===== src/rtl/subpel_pkg.sv =====
// subpel_pkg: shared sizes, plane codes and bank-state encoding for the subpel block collector
package subpel_pkg;
    localparam int PIX_W   = 8;
    localparam int NUM_PIX = 8;
    localparam int ROW_W   = PIX_W * NUM_PIX;
    localparam int ROWS    = 8;

    localparam logic [2:0] LAST_ROW = 3'(ROWS - 1);

    localparam logic [1:0] PLANE_A = 2'd0;
    localparam logic [1:0] PLANE_B = 2'd1;
    localparam logic [1:0] PLANE_C = 2'd2;

    localparam logic [1:0] EMPTY    = 2'd0;
    localparam logic [1:0] FILLING  = 2'd1;
    localparam logic [1:0] FULL     = 2'd2;
    localparam logic [1:0] DRAINING = 2'd3;

    typedef logic [ROW_W-1:0] row_t;
endpackage


===== src/rtl/subpel_row_bank.sv =====
// subpel_row_bank: one ping-pong bank, 3 planes x ROWS rows, row-wide write, (plane,row) read mux
module subpel_row_bank
    import subpel_pkg::*;
(
    input  logic       clk,
    input  logic       we_i,
    input  logic [2:0] wr_row_i,
    input  row_t       a_i,
    input  row_t       b_i,
    input  row_t       c_i,
    input  logic [1:0] rd_plane_i,
    input  logic [2:0] rd_row_i,
    output row_t       rd_data_o
);
    row_t mem_a_q [ROWS];
    row_t mem_b_q [ROWS];
    row_t mem_c_q [ROWS];

    // Storage carries no reset; validity is tracked by the bank state in the top level.
    always_ff @(posedge clk) begin
        if (we_i) begin
            mem_a_q[wr_row_i] <= a_i;
            mem_b_q[wr_row_i] <= b_i;
            mem_c_q[wr_row_i] <= c_i;
        end
    end

    assign rd_data_o = (rd_plane_i == PLANE_C) ? mem_c_q[rd_row_i] :
                       (rd_plane_i == PLANE_B) ? mem_b_q[rd_row_i] : mem_a_q[rd_row_i];
endmodule


===== src/rtl/subpel_block_collector.sv =====
// subpel_block_collector: gathers A/B/C FIR rows into 8x8 blocks and drains them ping-pong as row beats
module subpel_block_collector
    import subpel_pkg::*;
(
    input  logic             clk,
    input  logic             rst,
    input  logic             flush,
    input  logic             in_valid,
    output logic             in_ready,
    input  logic [ROW_W-1:0] fir_out_a,
    input  logic [ROW_W-1:0] fir_out_b,
    input  logic [ROW_W-1:0] fir_out_c,
    output logic             out_valid,
    input  logic             out_ready,
    output logic [ROW_W-1:0] out_row,
    output logic [1:0]       out_plane,
    output logic [2:0]       out_row_idx,
    output logic             out_last,
    output logic             ovf_err
);
    logic [1:0][1:0] st_q, st_d;
    logic            wr_bank_q, wr_bank_d, rd_bank_q, rd_bank_d;
    logic [2:0]      wr_row_q, wr_row_d, rd_row_q, rd_row_d;
    logic [1:0]      rd_plane_q, rd_plane_d;
    logic            ovf_q, ovf_d;
    logic            wr_fire, rd_fire, rd_last;
    row_t            rd_data0, rd_data1;

    assign in_ready  = (st_q[wr_bank_q] == EMPTY) || (st_q[wr_bank_q] == FILLING);
    assign out_valid = (st_q[rd_bank_q] == FULL) || (st_q[rd_bank_q] == DRAINING);
    assign wr_fire   = in_valid & in_ready;
    assign rd_fire   = out_valid & out_ready;
    assign rd_last   = (rd_plane_q == PLANE_C) && (rd_row_q == LAST_ROW);

    // Next-state for both pointer sets; the fill and drain banks are never the same bank when both fire.
    always_comb begin
        st_d       = st_q;
        wr_bank_d  = wr_bank_q;
        wr_row_d   = wr_row_q;
        rd_bank_d  = rd_bank_q;
        rd_row_d   = rd_row_q;
        rd_plane_d = rd_plane_q;
        ovf_d      = ovf_q | (in_valid & ~in_ready);
        if (wr_fire) begin
            wr_row_d          = wr_row_q + 3'd1;
            st_d[wr_bank_q]   = (wr_row_q == LAST_ROW) ? FULL : FILLING;
            wr_bank_d         = (wr_row_q == LAST_ROW) ? ~wr_bank_q : wr_bank_q;
        end
        if (rd_fire) begin
            rd_row_d          = rd_row_q + 3'd1;
            rd_plane_d        = rd_last ? PLANE_A : (rd_row_q == LAST_ROW) ? rd_plane_q + 2'd1 : rd_plane_q;
            st_d[rd_bank_q]   = rd_last ? EMPTY : DRAINING;
            rd_bank_d         = rd_last ? ~rd_bank_q : rd_bank_q;
        end
    end

    // State registers; flush discards any partial or pending block just like reset.
    always_ff @(posedge clk or negedge rst) begin
        if (!rst) begin
            st_q       <= '0;
            wr_bank_q  <= 1'b0;
            wr_row_q   <= '0;
            rd_bank_q  <= 1'b0;
            rd_row_q   <= '0;
            rd_plane_q <= PLANE_A;
            ovf_q      <= 1'b0;
        end else if (flush) begin
            st_q       <= '0;
            wr_bank_q  <= 1'b0;
            wr_row_q   <= '0;
            rd_bank_q  <= 1'b0;
            rd_row_q   <= '0;
            rd_plane_q <= PLANE_A;
            ovf_q      <= 1'b0;
        end else begin
            st_q       <= st_d;
            wr_bank_q  <= wr_bank_d;
            wr_row_q   <= wr_row_d;
            rd_bank_q  <= rd_bank_d;
            rd_row_q   <= rd_row_d;
            rd_plane_q <= rd_plane_d;
            ovf_q      <= ovf_d;
        end
    end

    subpel_row_bank u_bank0 (
        .clk        (clk),
        .we_i       (wr_fire & ~wr_bank_q),
        .wr_row_i   (wr_row_q),
        .a_i        (fir_out_a),
        .b_i        (fir_out_b),
        .c_i        (fir_out_c),
        .rd_plane_i (rd_plane_q),
        .rd_row_i   (rd_row_q),
        .rd_data_o  (rd_data0)
    );

    subpel_row_bank u_bank1 (
        .clk        (clk),
        .we_i       (wr_fire & wr_bank_q),
        .wr_row_i   (wr_row_q),
        .a_i        (fir_out_a),
        .b_i        (fir_out_b),
        .c_i        (fir_out_c),
        .rd_plane_i (rd_plane_q),
        .rd_row_i   (rd_row_q),
        .rd_data_o  (rd_data1)
    );

    // Stale storage is masked so the beat bus reads zero whenever nothing is offered.
    assign out_row     = out_valid ? (rd_bank_q ? rd_data1 : rd_data0) : '0;
    assign out_plane   = rd_plane_q;
    assign out_row_idx = rd_row_q;
    assign out_last    = out_valid & rd_last;
    assign ovf_err     = ovf_q;
endmodule


===== config.mk =====
export PLATFORM = sky130hd
export DESIGN_NAME = subpel_block_collector
export DESIGN_NICKNAME = d
export VERILOG_FILES = /design/src/rtl/subpel_pkg.sv /design/src/rtl/subpel_row_bank.sv /design/src/rtl/subpel_block_collector.sv
export SDC_FILE = /design/constraint.sdc
export NUM_CORES = 2
export LEC_CHECK = 0
export ABC_AREA = 1
export CORE_MARGIN = 10
export CORE_UTILIZATION = 45
export CTS_CLUSTER_SIZE = 28
export DETAILED_ROUTE_END_ITERATION = 10
export PLACE_DENSITY = 0.59
export SETUP_SLACK_MARGIN = 0.4
export SLEW_MARGIN = 20
export SYNTH_ARGS = -nofsm -noshare
export SYNTH_HDL_FRONTEND = slang
export SYNTH_SLANG_ARGS = --single-unit

===== constraint.sdc =====
create_clock -name clk -period 12.3 [get_ports clk]
set_input_delay 2.46 -clock clk [delete_from_list [all_inputs] [get_ports clk]]
set_output_delay 2.46 -clock clk [all_outputs]
set_load 0.02 [all_outputs]

# --- Word-level counts from Yosys, hierarchy flattened ---
# Memory sizes are Yosys's and may differ from the RTL's.
# Cells that the tools add are included.
totals:
  ram_bits: 3072
  out_inout_bits: 73
  register_bits: 15
  memories: 6
  elab_cells: 92
  in_bits: 197
mem_list:
  columns: ["memory", "depth", "word_bits", "read_ports", "rd_ports_with_merged_regs", "wr", "line", "source"]
  rows:
  - ["u_bank0.mem_a_q", 8, 64, 1, 0, 1, "subpel_row_bank.sv:15", "row_t mem_a_q [ROWS];"]
  - ["u_bank0.mem_b_q", 8, 64, 1, 0, 1, "subpel_row_bank.sv:16", "row_t mem_b_q [ROWS];"]
  - ["u_bank0.mem_c_q", 8, 64, 1, 0, 1, "subpel_row_bank.sv:17", "row_t mem_c_q [ROWS];"]
  - ["u_bank1.mem_a_q", 8, 64, 1, 0, 1, "subpel_row_bank.sv:15", null]
  - ["u_bank1.mem_b_q", 8, 64, 1, 0, 1, "subpel_row_bank.sv:16", null]
  - ["u_bank1.mem_c_q", 8, 64, 1, 0, 1, "subpel_row_bank.sv:17", null]
op_classes:
  mux: 40
  order_cmp: 4
  bitwise_logic: 10
  n_reduce_logical: 14
  n_eq_ne: 7
  n_addsub: 3
op_table:
  columns: ["cell", "count"]
  rows:
  - ["64-bit 2-to-1 mux", 6]
  - ["2-bit 2-to-1 mux", 12]
  - ["3-bit 2-to-1 mux", 4]
  - ["4-bit 2-to-1 mux", 3]
  - ["1-bit 2-to-1 mux", 11]
  - ["4-bit bitwise mux", 2]
  - ["2-bit nonzero test", 4]
  - ["3-bit by 1-bit adder with 3-bit output, second input constant", 2]
  - ["1-bit bitwise AND", 6]
  - ["2-bit == test, second input constant", 3]
  - ["3-bit == test, second input constant", 2]
  - ["2-bit AND reduction", 3]
  - ["2-bit demux with 1-bit select", 2]
  - ["2-bit by 1-bit == test with 1-bit output, second input constant", 2]
  - ["1-bit by 2-bit < comparator with 1-bit output, second input constant", 2]
  - ["1-bit logical AND", 3]
  - ["1-bit NOT", 3]
  - ["3-bit nonzero test", 1]
  - ["2-bit by 1-bit adder with 2-bit output, second input constant", 1]
  - ["1-bit >= comparator, second input constant", 2]
  - ["2-bit zero test", 1]
  - ["1-bit logical OR", 2]
  - ["1-bit bitwise OR", 1]

# --- Longest topological paths before layout ---
depth:
  word_depth: 9
  depth_mapped: 16
  ltp_nobuf: 11

# --- Cells and area by module ---
# From an unflattened synthesis, not the netlist that was laid out.
unflattened:
  hier_cells: 12903
  area_unflattened_um2: 132733.6
by_module_without_submodules:
  columns: ["mod", "area_each_um2", "seq_area_each_um2", "cells_per_inst", "instances"]
  rows:
  - ["subpel_row_bank", 65318.9, 46124.2, 6231, 2]
  - ["subpel_block_collector", 2095.8, 325.3, 441, 1]

# --- Least setup slack after synthesis ---
# No wires, ideal clock.
synth_path:
  path_kind: "in2reg"
  start: "input in_valid"
  end: "memory u_bank0.mem_a_q[0][0] (netlist bit), enable pin"
  n_path_buf: 0
  slack_ns: 0.806
  required_ns: 11.553
  stages: 4
  t_arrival_ns: 10.746
  setup_ns: 0.747
  path_cell_list: "nand2_1 nor2_1 inv_1 nor2_1"
synth_between:
  elab_chain_len: 4
synth_lines:
  columns: ["element", "line", "source"]
  rows:
  - ["start, declared", "subpel_block_collector.sv:8", "input logic in_valid,"]
  - ["1-bit bitwise AND", "subpel_block_collector.sv:31", "assign wr_fire = in_valid & in_ready;"]
  - ["1-bit bitwise AND", "subpel_block_collector.sv:88", ".we_i (wr_fire & ~wr_bank_q),"]
  - ["1-bit 2-to-1 mux", "subpel_row_bank.sv:21", "if (we_i) begin"]
  - ["1-bit 2-to-1 mux (not written as such)", "subpel_row_bank.sv:22", "mem_a_q[wr_row_i] <= a_i;"]
  - ["end, declared", "subpel_row_bank.sv:15", null]
# No other way between the ends.

# --- Worst setup path after layout ---
layout_path:
  start: "register rd_row_q[0] (netlist: out_row_idx[0])"
  end: "output out_row[11]"
layout_between:
  elab_chain_len: 5
  word_cells_on_any_way: 12
  cone_classes: "mux (6); memory (6)"
layout_lines:
  columns: ["element", "line", "source"]
  rows:
  - ["start, declared", "subpel_block_collector.sv:23", "logic [2:0] wr_row_q, wr_row_d, rd_row_q, rd_row_d;"]
  - ["start signal, assigned", "subpel_block_collector.sv:80", "rd_row_q <= rd_row_d;"]
  - ["memory read 8 x 64 bit (on tied branches)", null, null]
  - ["64-bit 2-to-1 mux", "subpel_row_bank.sv:29", "(rd_plane_i == PLANE_B) ? mem_b_q[rd_row_i] : mem_a_q[rd_row_i];"]
  - ["64-bit 2-to-1 mux", "subpel_row_bank.sv:28", "assign rd_data_o = (rd_plane_i == PLANE_C) ? mem_c_q[rd_row_i] :"]
  - ["64-bit 2-to-1 mux (*) (2 in a row)", "subpel_block_collector.sv:111", "assign out_row = out_valid ? (rd_bank_q ? rd_data1 : rd_data0) : '0;"]
  - ["end, declared", "subpel_block_collector.sv:15", "output logic [ROW_W-1:0] out_row,"]
# Mark *: on every way between the ends. The rest lies on a longest branch, timed or not.

==> results.toml <==
[status]
outcome = "finished clean"

[sta]
rsz0062_at_grt = "false"
worst_slew_pin_slew_ps = 1230
relSlewSlack = 0.180
period_share = 0.705
setup_viol = 0
tns_ps = 0
finalMaxSlewViolations = 0
max_freq_mhz = 115
worst_clock_skew_ps = 43.7
setup_ws_ps = 3630
min_period_ps = 8670
final-hold-violation-count = 0

[routing]
dr_total_vias = 84900
drtPass1Iterations = 6
drc = 0
via_per_inst = 5.48
wl_per_cell_um = 24.3
drtAntennaViolNets = 0
routed_wl_um = 376000
drt_iter0_drc = 9199

[layout]
drive_gt1_frac = 0.0527
syn2layout_area_growth_pct = 13.0
seqCellArea_um2 = 92600
layout.nets = 11700
final_area_um2 = 144000
fillers = 24300
multi_input_area_um2 = 29000
fin_util = 0.510
layout.cells.non_filler = 15500
final_cell_mix = "nand2_1 (4048), edfxtp_1 (3072), nand3_1 (1748)"
layout_commonest_cell = "nand2_1"

[cts]
cts_hold_buffers = 0
numCtsBuffers = 327
clockRootBuffer = "clkbuf_16"
cts_tree = "done"
clkTransAtPathRegs_ps = 60
clock-sinks = 3085
cts_resized = 0
insertion_delay_ps = 920
cts_post_setup_buffers_inserted = 0
h-tree-depth = 5
clock_path_buffers = 4

[floorplanning]
start_util = 0.451
die_height_um = 551
io_pins = 270
rows = 195
dieArea_um2 = 304000
die_w_um = 551
core_um2 = 282000

[placement]
placed_area_um2 = 133000
hpwl_um = 190000
place_ws_ps = 4620
gp_congestion = 0.824
portBuffers = 269
dpl.cell_count = 14900

[critical_path]
path_max_fanout = 204
r2r-end = "u_bank0.mem_c_q[5][55]$_DFFE_PP_"
crit_type = "reg2out"
cp-endpoint = "out_row[11]"
reg2regPathDepth = 8
crit_path_start_kind = "flip-flop"
cp.arrival_ps = 6210
required_ps = 9840
r2r_start = "wr_bank_q$_DFFE_PN0P_"
rrSetupSlack_ps = 7910
startpoint = "out_row_idx[0]$_DFFE_PN0P_"
crit_path_end_kind = "output pin"

[global_route]
antenna_found_initial = 80
first_global_vias = 80200
grt_pass1_wl_um = 547000
grt_overflow = 0
grt_max_degree = 232
track_usage = 0.240

[synth]
yosysWarnings = 0
ys_types = 21
ys_ff_latch = 3085
ys_seq_area_frac = 0.729
synth_top_cell_by_area = "edfxtp_1"
syn_inst = 11400
netlist_area_um2 = 127000
synthesis.nets = 11600
synth_top_area_share = 0.726
synthTopCellsByArea = "edfxtp_1 (73%), nand2_1 (12%), nand3_1 (6.9%), inv_1 (2.2%), nor2_1 (1.9%)"
syn_area_per_cell_um2 = 11.1

[power_and_ir_drop]
internal_power_mw = 17.5
ir_drop_mv = 0.135
pwr-share-clk = 0.431
swShare = 0.217
sequentialPowerShare = 0.530
combPwrFrac = 0.040
p_sw_mw = 4.86
p_leak_nw = 54.0
p_per_area_nw_per_um2 = 156

[flow_run]
cap_violations = 0

[hold_path]
min_path_type = "reg2reg"
worstHoldStart = "ovf_err$_DFF_PN0_"
final cells by class:
cell class,instances,share of cell area
Tap cell,3743,0.0326
Clock inverter,184,0.0124
Inverter,750,0.0198
Sequential cell,3085,0.645
Clock buffer,407,0.0599
Antenna cell,29,0.000505
Timing Repair Buffer,412,0.0283
Multi-Input combinational cell,6897,0.202
worst max-delay path: stages (launching register included):
cell and delay, ps:
dfrtp_4 790, buf_12 690, buf_12 680, buf_4 800, nor2_1 110, nor2_1 120, o21ai_0 100, nand3_1 110
nand3_1 80, nand3_1 110, nand2_1 160, a21oi_1 310, clkdlybuf4s50_1 890
routing by layer:
| metal | GRT usage | vias up | routed length (um) |
|---|---|---|---|
| met2 | 0.393 | 3455 | 179000 |
| met1 | 0.326 | 42000 | 155000 |
| met4 | 0.0802 | 36 | 12700 |
| li1 | - | 38700 | - |
| met5 | 0 | - | 249 |
| met3 | 0.0431 | 669 | 29500 |
through the flow:
step	hold slack [ps]	total power, mW
3_3_place_gp	479	12.9
2_1_floorplan	515	12.5
4_1_cts	553	22.5
3_5_place_dp	537	12.9
5_1_grt	589	23.0
6_report	543	22.3
power groups by stage:
stage	Sequential [mW]	Combinational, mW	Clock, mW
finish	11.8	0.889	9.62
CTS	11.8	0.893	9.76
global route	11.8	0.961	10.2
detailed placement	12.1	0.890	0
global placement	12.0	0.876	0
floorplan	12.1	0.367	0
synth_stat cells:
library cell,instances
a21oi_1,60
a31oi_1,1
buf_1,99
buf_2,142
buf_4,21
buf_6,13
clkbuf_1,392
clkinv_1,2
dfrtp_1,13
edfxtp_1,3072
ha_1,5
inv_1,743
inv_2,5
nand2_1,4048
nand3_1,1748
nor2_1,629
nor3_1,5
o211ai_1,43
o21a_1,1
o21ai_0,291
o21ai_1,66
state kept, by name (all words and copies together), names as in the netlist:
signal           count
u_bank1.mem_a_q    512
u_bank0.mem_a_q    512
u_bank1.mem_c_q    512
out_plane            2
ovf_err              1
wr_row_q             3
u_bank1.mem_b_q    512
out_row_idx          3
u_bank0.mem_b_q    512
u_bank0.mem_c_q    512
st_q                 2
wr_bank_q            1
rd_bank_q            1
cells by family after synthesis:
| kind of cell | synth area share |
|---|---|
| compound gates | 0.0191 |
| fa+ha+maj | 0.000492 |
| buf+inv | 0.0446 |
| flops | 0.729 |
| simple gates | 0.207 |
how the worst min path moves through the flow:
| stage | to | slack, ps | cells past startpoint |
|---|---|---|---|
| CTS | ovf_err$_DFF_PN0_ | 550 | 2 |
| global route | ovf_err$_DFF_PN0_ | 590 | 2 |
| finish | ovf_err$_DFF_PN0_ | 540 | 2 |
| floorplan | st_q[1]$_DFF_PN0_ | 520 | 2 |
| detailed placement | ovf_err$_DFF_PN0_ | 540 | 2 |
| global placement | ovf_err$_DFF_PN0_ | 480 | 2 |
Power figures use the tool's default switching activity.
